===== config.mk =====
export PLATFORM = sky130hd
export DESIGN_NAME = io_intr_ctrl
export DESIGN_NICKNAME = d
export VERILOG_FILES = /design/src/rtl/io_pkg.sv /design/src/rtl/io_out_fifo.sv /design/src/rtl/io_intr_ctrl.sv
export SDC_FILE = /design/constraint.sdc
export NUM_CORES = 1
export LEC_CHECK = 0
export ABC_AREA = 1
export CAP_MARGIN = 25
export CORE_MARGIN = 1
export CORE_UTILIZATION = 35
export CTS_CLUSTER_DIAMETER = 200
export DETAILED_ROUTE_END_ITERATION = 7
export PLACE_DENSITY = 0.72
export SETUP_SLACK_MARGIN = 0.4
export SYNTH_ARGS = -nofsm -noshare
export SYNTH_HDL_FRONTEND = slang
export SYNTH_SLANG_ARGS = --single-unit

===== constraint.sdc =====
create_clock -name clk -period 1.1 [get_ports clk]
set_input_delay 0.275 -clock clk [delete_from_list [all_inputs] [get_ports clk]]
set_output_delay 0.275 -clock clk [all_outputs]
set_load 0.03 [all_outputs]

===== src/rtl/io_pkg.sv =====
// Shared types and constants for the basic-computer I/O and interrupt controller.
package io_pkg;

   localparam int CHAR_W_DEF = 8;

   typedef enum logic [1:0] {
      IDLE = 2'd0,
      RT0  = 2'd1,
      RT1  = 2'd2,
      RT2  = 2'd3
   } state_t;

   localparam logic [2:0] BUS_NONE = 3'b000;
   localparam logic [2:0] BUS_PC   = 3'b010;
   localparam logic [2:0] BUS_TR   = 3'b110;

endpackage


===== src/rtl/io_out_fifo.sv =====
// Two-entry character FIFO between the OUT instruction and the terminal.
// Only instantiated when OUT_BUF_EN is defined.
module io_out_fifo
   import io_pkg::*;
#(
   parameter int W = CHAR_W_DEF
) (
   input  logic         clk,
   input  logic         rst,
   input  logic         i_push,
   input  logic [W-1:0] i_data,
   input  logic         i_pop,
   output logic [W-1:0] o_head,
   output logic         o_full,
   output logic         o_empty
);

   logic [W-1:0] r_mem [2];
   logic         r_wr_ptr;
   logic         r_rd_ptr;
   logic [1:0]   r_cnt;
   logic         w_push;
   logic         w_pop;

   // A push while full is dropped, so push and pop never race on the same slot.
   assign w_push  = i_push & ~o_full;
   assign w_pop   = i_pop & ~o_empty;
   assign o_full  = (r_cnt == 2'd2);
   assign o_empty = (r_cnt == 2'd0);
   assign o_head  = r_mem[r_rd_ptr];

   genvar gi;
   generate
      for (gi = 0; gi < 2; gi++) begin : g_ent
         always_ff @(posedge clk or posedge rst) begin
            if (rst)
               r_mem[gi] <= '0;
            else if (w_push && (r_wr_ptr == 1'(gi)))
               r_mem[gi] <= i_data;
         end
      end
   endgenerate

   always_ff @(posedge clk or posedge rst) begin
      if (rst) begin
         r_wr_ptr <= 1'b0;
         r_rd_ptr <= 1'b0;
         r_cnt    <= 2'd0;
      end else begin
         if (w_push) r_wr_ptr <= ~r_wr_ptr;
         if (w_pop)  r_rd_ptr <= ~r_rd_ptr;
         case ({w_push, w_pop})
            2'b10:   r_cnt <= r_cnt + 2'd1;
            2'b01:   r_cnt <= r_cnt - 2'd1;
            default: r_cnt <= r_cnt;
         endcase
      end
   end

endmodule


===== src/rtl/io_intr_ctrl.sv =====
// I/O flags, INPR/OUTR terminal handshakes and the three-step interrupt cycle.
// Optional OUT_BUF_EN replaces OUTR with a two-entry output FIFO.
module io_intr_ctrl
   import io_pkg::*;
#(
   parameter int              WIDTH   = 16,
   parameter int              CHAR_W  = CHAR_W_DEF,
   parameter logic [WIDTH-5:0] INT_VEC = '0
) (
   input  logic              clk,
   input  logic              rst,
   input  logic              io_inp,
   input  logic              io_out,
   input  logic              io_ski,
   input  logic              io_sko,
   input  logic              io_ion,
   input  logic              io_iof,
   input  logic              fetch_phase,
   input  logic              int_grant,
   input  logic [CHAR_W-1:0] ac_lo,
   input  logic              in_valid,
   input  logic [CHAR_W-1:0] in_data,
   output logic              in_ready,
   output logic              out_valid,
   output logic [CHAR_W-1:0] out_data,
   input  logic              out_ready,
   output logic [CHAR_W-1:0] inpr,
   output logic              ac_ld_inpr,
   output logic              skip,
   output logic              int_req,
   output logic              int_active,
   output logic              int_done,
   output logic [2:0]        int_bus_sel,
   output logic              ar_ld_vec,
   output logic              tr_ld,
   output logic              mem_wr,
   output logic              pc_ld_vec,
   output logic              pc_inr,
   output logic              sc_clr,
   output logic [WIDTH-5:0]  int_vec
);

   logic              r_fgi;
   logic              r_ien;
   logic              r_r;
   logic [CHAR_W-1:0] r_inpr;
   state_t            r_state;
   logic              w_fgo;
   logic              w_accept;

   assign w_accept   = in_valid & ~r_fgi;
   assign in_ready   = ~r_fgi;
   assign inpr       = r_inpr;
   assign ac_ld_inpr = io_inp;
   assign skip       = (io_ski & r_fgi) | (io_sko & w_fgo);
   assign int_req    = r_r;
   assign int_vec    = INT_VEC;

   // A terminal accept outranks INP's clear on the same edge.
   always_ff @(posedge clk or posedge rst) begin
      if (rst) begin
         r_fgi  <= 1'b0;
         r_inpr <= '0;
      end else if (w_accept) begin
         r_fgi  <= 1'b1;
         r_inpr <= in_data;
      end else if (io_inp) begin
         r_fgi  <= 1'b0;
      end
   end

`ifdef OUT_BUF_EN
   logic w_full;
   logic w_empty;

   io_out_fifo #(.W(CHAR_W)) u_out_fifo (
      .clk     (clk),
      .rst     (rst),
      .i_push  (io_out),
      .i_data  (ac_lo),
      .i_pop   (out_ready),
      .o_head  (out_data),
      .o_full  (w_full),
      .o_empty (w_empty)
   );

   assign w_fgo     = ~w_full;
   assign out_valid = ~w_empty;
`else
   logic              r_fgo;
   logic              r_out_valid;
   logic [CHAR_W-1:0] r_outr;

   assign w_fgo     = r_fgo;
   assign out_valid = r_out_valid;
   assign out_data  = r_outr;

   // FGO=0 exactly while a character is offered, so OUT and the handshake never collide.
   always_ff @(posedge clk or posedge rst) begin
      if (rst) begin
         r_fgo       <= 1'b1;
         r_out_valid <= 1'b0;
         r_outr      <= '0;
      end else if (r_out_valid && out_ready) begin
         r_fgo       <= 1'b1;
         r_out_valid <= 1'b0;
      end else if (io_out && r_fgo) begin
         r_fgo       <= 1'b0;
         r_out_valid <= 1'b1;
         r_outr      <= ac_lo;
      end
   end
`endif

   always_ff @(posedge clk or posedge rst) begin
      if (rst) begin
         r_ien <= 1'b0;
         r_r   <= 1'b0;
      end else begin
         if (r_state == RT2)  r_ien <= 1'b0;
         else if (io_ion)     r_ien <= 1'b1;
         else if (io_iof)     r_ien <= 1'b0;

         if (r_state == RT2)
            r_r <= 1'b0;
         else if (!fetch_phase && r_ien && (r_fgi || w_fgo) && r_state == IDLE)
            r_r <= 1'b1;
      end
   end

   // Strobes are registered alongside the state they belong to.
   always_ff @(posedge clk or posedge rst) begin
      if (rst) begin
         r_state     <= IDLE;
         int_bus_sel <= BUS_NONE;
         int_active  <= 1'b0;
         int_done    <= 1'b0;
         ar_ld_vec   <= 1'b0;
         tr_ld       <= 1'b0;
         mem_wr      <= 1'b0;
         pc_ld_vec   <= 1'b0;
         pc_inr      <= 1'b0;
         sc_clr      <= 1'b0;
      end else begin
         int_bus_sel <= BUS_NONE;
         int_active  <= 1'b0;
         int_done    <= 1'b0;
         ar_ld_vec   <= 1'b0;
         tr_ld       <= 1'b0;
         mem_wr      <= 1'b0;
         pc_ld_vec   <= 1'b0;
         pc_inr      <= 1'b0;
         sc_clr      <= 1'b0;
         case (r_state)
            IDLE: if (r_r && int_grant) begin
               r_state     <= RT0;
               int_bus_sel <= BUS_PC;
               int_active  <= 1'b1;
               ar_ld_vec   <= 1'b1;
               tr_ld       <= 1'b1;
            end
            RT0: begin
               r_state     <= RT1;
               int_bus_sel <= BUS_TR;
               int_active  <= 1'b1;
               mem_wr      <= 1'b1;
               pc_ld_vec   <= 1'b1;
            end
            RT1: begin
               r_state     <= RT2;
               int_active  <= 1'b1;
               int_done    <= 1'b1;
               pc_inr      <= 1'b1;
               sc_clr      <= 1'b1;
            end
            default: r_state <= IDLE;
         endcase
      end
   end

endmodule


==> results of run 1 <==
[sequential cells by signal (all words and copies together) (netlist names)]
register / flops
int_active: 1
r_fgi: 1
r_fgo: 1
out_valid: 1
r_ien: 1
pc_ld_vec: 1
tr_ld: 1
inpr: 8
int_req: 1
r_state: 2
int_bus_sel: 1
sc_clr: 1
out_data: 8
[power breakdown]
group / switching (uW) / internal (uW) / total [uW]
registers: 349 / 1470 / 1820
clock network: 298 / 320 / 618
logic: 1930 / 1850 / 3780
total: 2570 / 3640 / 6210
[Yosys cell counts]
| cell type | instances |
|---|---|
| nand2_1 | 29 |
| dfrtp_1 | 27 |
| buf_4 | 19 |
| inv_1 | 18 |
| nand3_1 | 9 |
| o21ai_2 | 8 |
| ha_1 | 6 |
| o21ai_0 | 5 |
| a21oi_1 | 3 |
| buf_2 | 2 |
| nand2_2 | 2 |
| nor2_1 | 2 |
| a21boi_0 | 1 |
| a22o_1 | 1 |
| buf_6 | 1 |
| conb_1 | 1 |
| dfstp_2 | 1 |
| nand3_4 | 1 |
| o21bai_1 | 1 |
| or2_2 | 1 |
[critical path, stage by stage (launching register included)]
cell and delay (ps):
dfstp_2 560, a22o_4 110, buf_6 120
[path summary, 6_finish.rpt]
path                            cells after the start           to
worst max-delay path                                2         skip
worst min-delay path                                3  out_data[3]
worst max register to register                      8      int_req
worst min register to register                      2      inpr[2]
max in group asynchronous                           3        r_fgo
min in group clk                                    5        r_fgi
[layer usage]
| metal | up-vias | track usage |
|---|---|---|
| li1 | 574 | - |
| met1 | 589 | 0.2203 |
| met2 | 38 | 0.3245 |
| met3 | 4 | 0.01250 |
| met4 | 0 | 0.05114 |
| met5 | - | 0 |
[layout make-up]
class | instances | area (sq um)
Fill cell | 261 | 1106
Tap cell | 48 | 60.06
Multi-Input combinational cell | 85 | 695.7
Timing Repair Buffer | 90 | 933.4
Sequential cell | 28 | 732.0
Clock buffer | 4 | 55.05
Inverter | 18 | 78.83
[kinds of logic (layout without fill, tap and decap cells)]
family / count (synthesis) / after routing / share of synthesized area
flops: 28 / 28 / 0.5224
compound gates: 19 / 19 / 0.09963
simple gates: 44 / 47 / 0.1471
other cells: 1 / 13 / 0.002791
buf+inv: 40 / 112 / 0.1723
fa+ha+maj: 6 / 6 / 0.05586
[what timing repair did]
| item | CTS | global route |
|---|---|---|
| buffers inserted | 9 | 13 |
| gates cloned | 3 | 0 |
| resized for setup | 75 | 20 |
| pin swaps | 9 | 8 |
| setup endpoints to repair | 59 | 59 |
| endpoints found under the hold margin | 0 | 0 |
[stage by stage]
| step | cell area, sq um | total power (uW) | setup WS (ps) | TNS [ps] |
|---|---|---|---|---|
| after floorplan | 1535 | 3549 | 45.43 | 0 |
| after global placement | 1982 | 4251 | -314.4 | -3587 |
| after detailed placement | 1982 | 4349 | -301.3 | -4104 |
| after CTS | 2397 | 5789 | -227.8 | -1587 |
| after global routing | 2555 | 6516 | -263.7 | -3981 |
| final | 2555 | 6213 | -228.6 | -2489 |
==> summary.txt, run 1 <==
Outcome - finished, violations left
Failing checks - negative setup slack
Max IR drop VDD - 0.001112 V
WHS - 361.5 ps
Starting Density - 0.3671
Fin. Hold Viols - 0
Drt wl/cell - 14.05 um
Layout area overhead - 90.13%
CTS tree - built
TritonCTS Sinks - 28
CTS clock-pin slew for the worst setup and hold paths - 90 ps
Unrepaired setup endpoints after global routing - true
DR pass1 iterations - 4
Fraction of layout cells with a size suffix above 1 - 0.6622
Power Dens Cells - 2432 nW/um^2
CTS Root Cell - clkbuf_8
Routed Antenna Nets - 0
CP Max Fanout - 2
Period Utilization, post-route - 1.208
Maxcap violations - 0
Fmax achieved - 752.7 MHz
Post-Route Utilization - 0.6979
Clock tree buffer depth - 2
Total GRT Usage - 0.1769
Synth Register Bits - 28
Largest net degree at the start of global routing - 29
Fin. max-slew vios - 0
DR vias/cell - 4.414
Synth top area cells - dfrtp_1 (50%), buf_4 (11%), nand2_1 (8.1%)
Arrival time at the worst endpoint - 1050 ps
Worst setup margin - -228.6 ps
Cell count after synthesis - 138
GRT overflow - 0
Top Ports - 72
Tmin final - 1329 ps
Critical path required time - 820 ps
P_leak - 0.001195 uW
Post-layout nets - 260
Finished Layout Cells - 273
Leading area contributor after synthesis - dfrtp_1
Number of global-route vias before repair - 1152
Met3 wire len - 129 um
CTS buffer count - 3
GPL Wtd Cong - 0.6847
Seq/Total Area, Yosys - 0.5223
H-tree levels - 1
Vias post-DR - 1205
DRC errors left - 0
Commonest non-fill, non-tap cell in the layout - buf_6
Placement Rows - 22
Port buffer count - 58
Fin Clk Skew - 2.241 ps
Area fraction of the dominant cell type after synthesis - 0.5028
CP startpoint kind - flop
Initial DRC count - 21
Worst R2R Setup Slack - -190 ps
Worst Hold Class - input pin to asynchronous set/reset pin
Final wirelength - 3.836 mm
Yosys warning count - 0
Most frequent cells in the layout - buf_6 (45), dfrtp_2 (24), clkdlybuf4s50_1 (23)
Avg Cell Area, Syn - 9.738 sq um
Metal2 WL - 2.153 mm
Setup violators final - 34
Synth Cell Area - 1344 sq um
Critical Path End Type - output pin
First-pass GRT wire length - 5.520 mm
Core ar. - 3661 sq um
Worst Setup SP - r_fgo
FF-to-FF Start - r_fgo
Initial antenna violation count - 0
Placed insts - 244
Die W - 63.96 um
CTS hold repair buffers - 0
Hpwl dp - 2.255 mm
Setup CP Type - flop to output pin
Die Area - 4091 sq um
Die H - 63.96 um
Synth unique cells - 20
M1 WL - 1.517 mm
Top Layer Used - met4
Inserted Diodes - 0
Worst-skew pair later-pin latency - 270 ps
Power figures use the tool's default switching activity.
==> inputs of run 2 (changes only) <==
- CORE_ASPECT_RATIO: unset -> 0.5
==> summary.txt, run 2 (synthesized netlist as in run 1, its figures left out) <==
Tmin final - 1349 ps (was 1329 ps)
Fin Clk Skew - 1.462 ps (was 2.241 ps)
R2R depth - 4 (was 8)
Inserted Diodes - 0 (unchanged)
Fmax achieved - 741.3 MHz (was 752.7 MHz)
Failing checks - negative setup slack (unchanged)
Hpwl dp - 2.104 mm (was 2.255 mm)
Layout area overhead - 84.26% (was 90.13%)
Hold Startpoint - io_inp
First-pass GRT wire length - 4.471 mm (was 5.520 mm)
Routed Antenna Nets - 0 (unchanged)
P_leak - 0.001158 uW (was 0.001195 uW)
Port buffer count - 58 (unchanged)
Post-Layout Inst Area - 2476 sq um (was 2555 sq um)
Total GRT Usage - 0.1484 (was 0.1769)
DR vias/cell - 4.237 (was 4.414)
TritonCTS Sinks - 28 (unchanged)
Unrepaired setup endpoints after global routing - true (unchanged)
Power Total - 5950 uW (was 6213 uW)
Post-Route Utilization - 0.6981 (was 0.6979)
Worst setup margin - -248.9 ps (was -228.6 ps)
Arrival time at the worst endpoint - 1070 ps (was 1050 ps)
GRT overflow - 0 (unchanged)
CTS buffer count - 3 (unchanged)
Max IR drop VDD - 0.0008691 V (was 0.001112 V)
Initial DRC count - 20 (was 21)
DR pass1 iterations - 2 (was 4)
Initial antenna violation count - 0 (unchanged)
Slowest cell on the critical path - dfstp_2 (unchanged)
Fin. max-slew vios - 0 (unchanged)
Power Dens Cells - 2403 nW/um^2 (was 2432 nW/um^2)
DRC errors left - 0 (unchanged)
Setup violators final - 38 (was 34)
Drt wl/cell - 12.30 um (was 14.05 um)
Largest net degree at the start of global routing - 16 (was 29)
Placement Rows - 15 (was 22)
Starting Density - 0.3788 (was 0.3671)
CTS hold repair buffers - 0 (unchanged)
Die H - 45.82 um (was 63.96 um)
Number of global-route vias before repair - 1027 (was 1152)
CP startpoint kind - flop (unchanged)
Worst-skew pair later-pin latency - 270 ps (about the same)
GPL Wtd Cong - 0.7509 (was 0.6847)
Fin. Hold Viols - 0 (unchanged)
FF-to-FF Start - r_fgo (unchanged)
H-tree levels - 1 (unchanged)
Fraction of layout cells with a size suffix above 1 - 0.6210 (was 0.6622)
Register area - 732.0 sq um (unchanged)
Critical path required time - 820 ps (about the same)
Worst Hold Class - input pin to flop (was input pin to asynchronous set/reset pin)
Critical Path End Type - output pin (unchanged)
Most frequent cells in the layout - buf_6 (39), nand2_1 (24), dfrtp_2 (24) (was buf_6 (45), dfrtp_2 (24), clkdlybuf4s50_1 (23))
Commonest non-fill, non-tap cell in the layout - buf_6 (unchanged)
Post-layout nets - 254 (was 260)
CTS tree - built (unchanged)
Hold path cells - 4
Vias post-DR - 1144 (was 1205)
Placed inst area - 1966 sq um (was 1982 sq um)
Worst R2R Setup Slack - -110 ps (was -190 ps)
CP Max Fanout - 2 (unchanged)
Top Ports - 72 (unchanged)
Area of the multi-input gates - 674.4 sq um (was 695.7 sq um)
Period Utilization, post-route - 1.226 (was 1.208)
Final wirelength - 3.322 mm (was 3.836 mm)
CTS clock-pin slew for the worst setup and hold paths - 90 ps (about the same)
CTS Root Cell - clkbuf_8 (unchanged)
Maxcap violations - 0 (unchanged)
Clock tree buffer depth - 2 (unchanged)
Critical-path cell list - a22o_4 > buf_6 (unchanged)
Die W - 89.63 um (was 63.96 um)
Worst stage delay on the critical path - 560 ps (about the same)
Core ar. - 3547 sq um (was 3661 sq um)
Hold EP - r_fgi
Die Area - 4106 sq um (was 4091 sq um)
End of the worst register-to-register path - out_data[3] (was int_req)
Setup CP Type - flop to output pin (unchanged)
Outcome - finished, violations left (unchanged)
Filler Cell Count - 237 (was 261)
## run 2: cell types whose count changed in the layout (fill, tap and decap cells not counted), moves of 2 or more
cell	delta
nor2_2	+2
nand2_2	-8
buf_4	+2
nor2_1	-2
buf_6	-6
nand2_4	-2
nand2_1	+8
## run 2: worst max path at each step
stage,end,cells past startpoint,start
finish,skip,2,r_fgo
global route,skip,2,r_fgo
CTS,skip,2,r_fgi
detailed placement,skip,3,io_ski
global placement,skip,3,io_ski
floorplan,int_bus_sel[1],5,r_state[0]
## run 2: worst max-delay path: cells and delay by family (launching register included)
| kind | cells | cell delay (ps) |
|---|---|---|
| DFF | 1 | 560 |
| AOI/OAI and AO/OA | 1 | 120 |
| buffers and inverters | 1 | 120 |
## run 2: where the power goes
part           internal (uW)  switching, uW  total, uW
registers               1470            346       1810
clock network            320            309        629
logic                   1720           1790       3510
## run 2: timing repair
action,CTS,global route
pin swaps,5,6
resized for setup,64,15
setup endpoints to repair,59,59
cloned,2,1
buffers inserted,8,9
## run 2: final cells by class
cell class / count / area share
timing repair buffer: 85 / 0.3532
sequential: 28 / 0.2956
multi-input combinational: 84 / 0.2724
inverter: 18 / 0.03082
tap: 51 / 0.02577
clock buffer: 4 / 0.02223
## run 2: per-stage QoR
step	TNS, ps	std cells	hold WS, ps	setup WS, ps
after CTS	-1063	260	250.6	-256.4
after floorplan	0	150	177.1	45.43
final	-1571	270	338.7	-248.9
after global placement	-3360	246	464.2	-272.9
after detailed placement	-3630	246	466.1	-288.7
after global routing	-3071	270	331.9	-284.4
## run 2: per-layer routing
layer / track usage / vias to the layer above / wire length (um)
li1: - / 564 / -
met1: 0.1766 / 547 / 1369
met2: 0.2818 / 33 / 1838
met3: 0.03261 / 0 / 114
met4: 0.02857 / 0 / 0
met5: 0 / - / 0
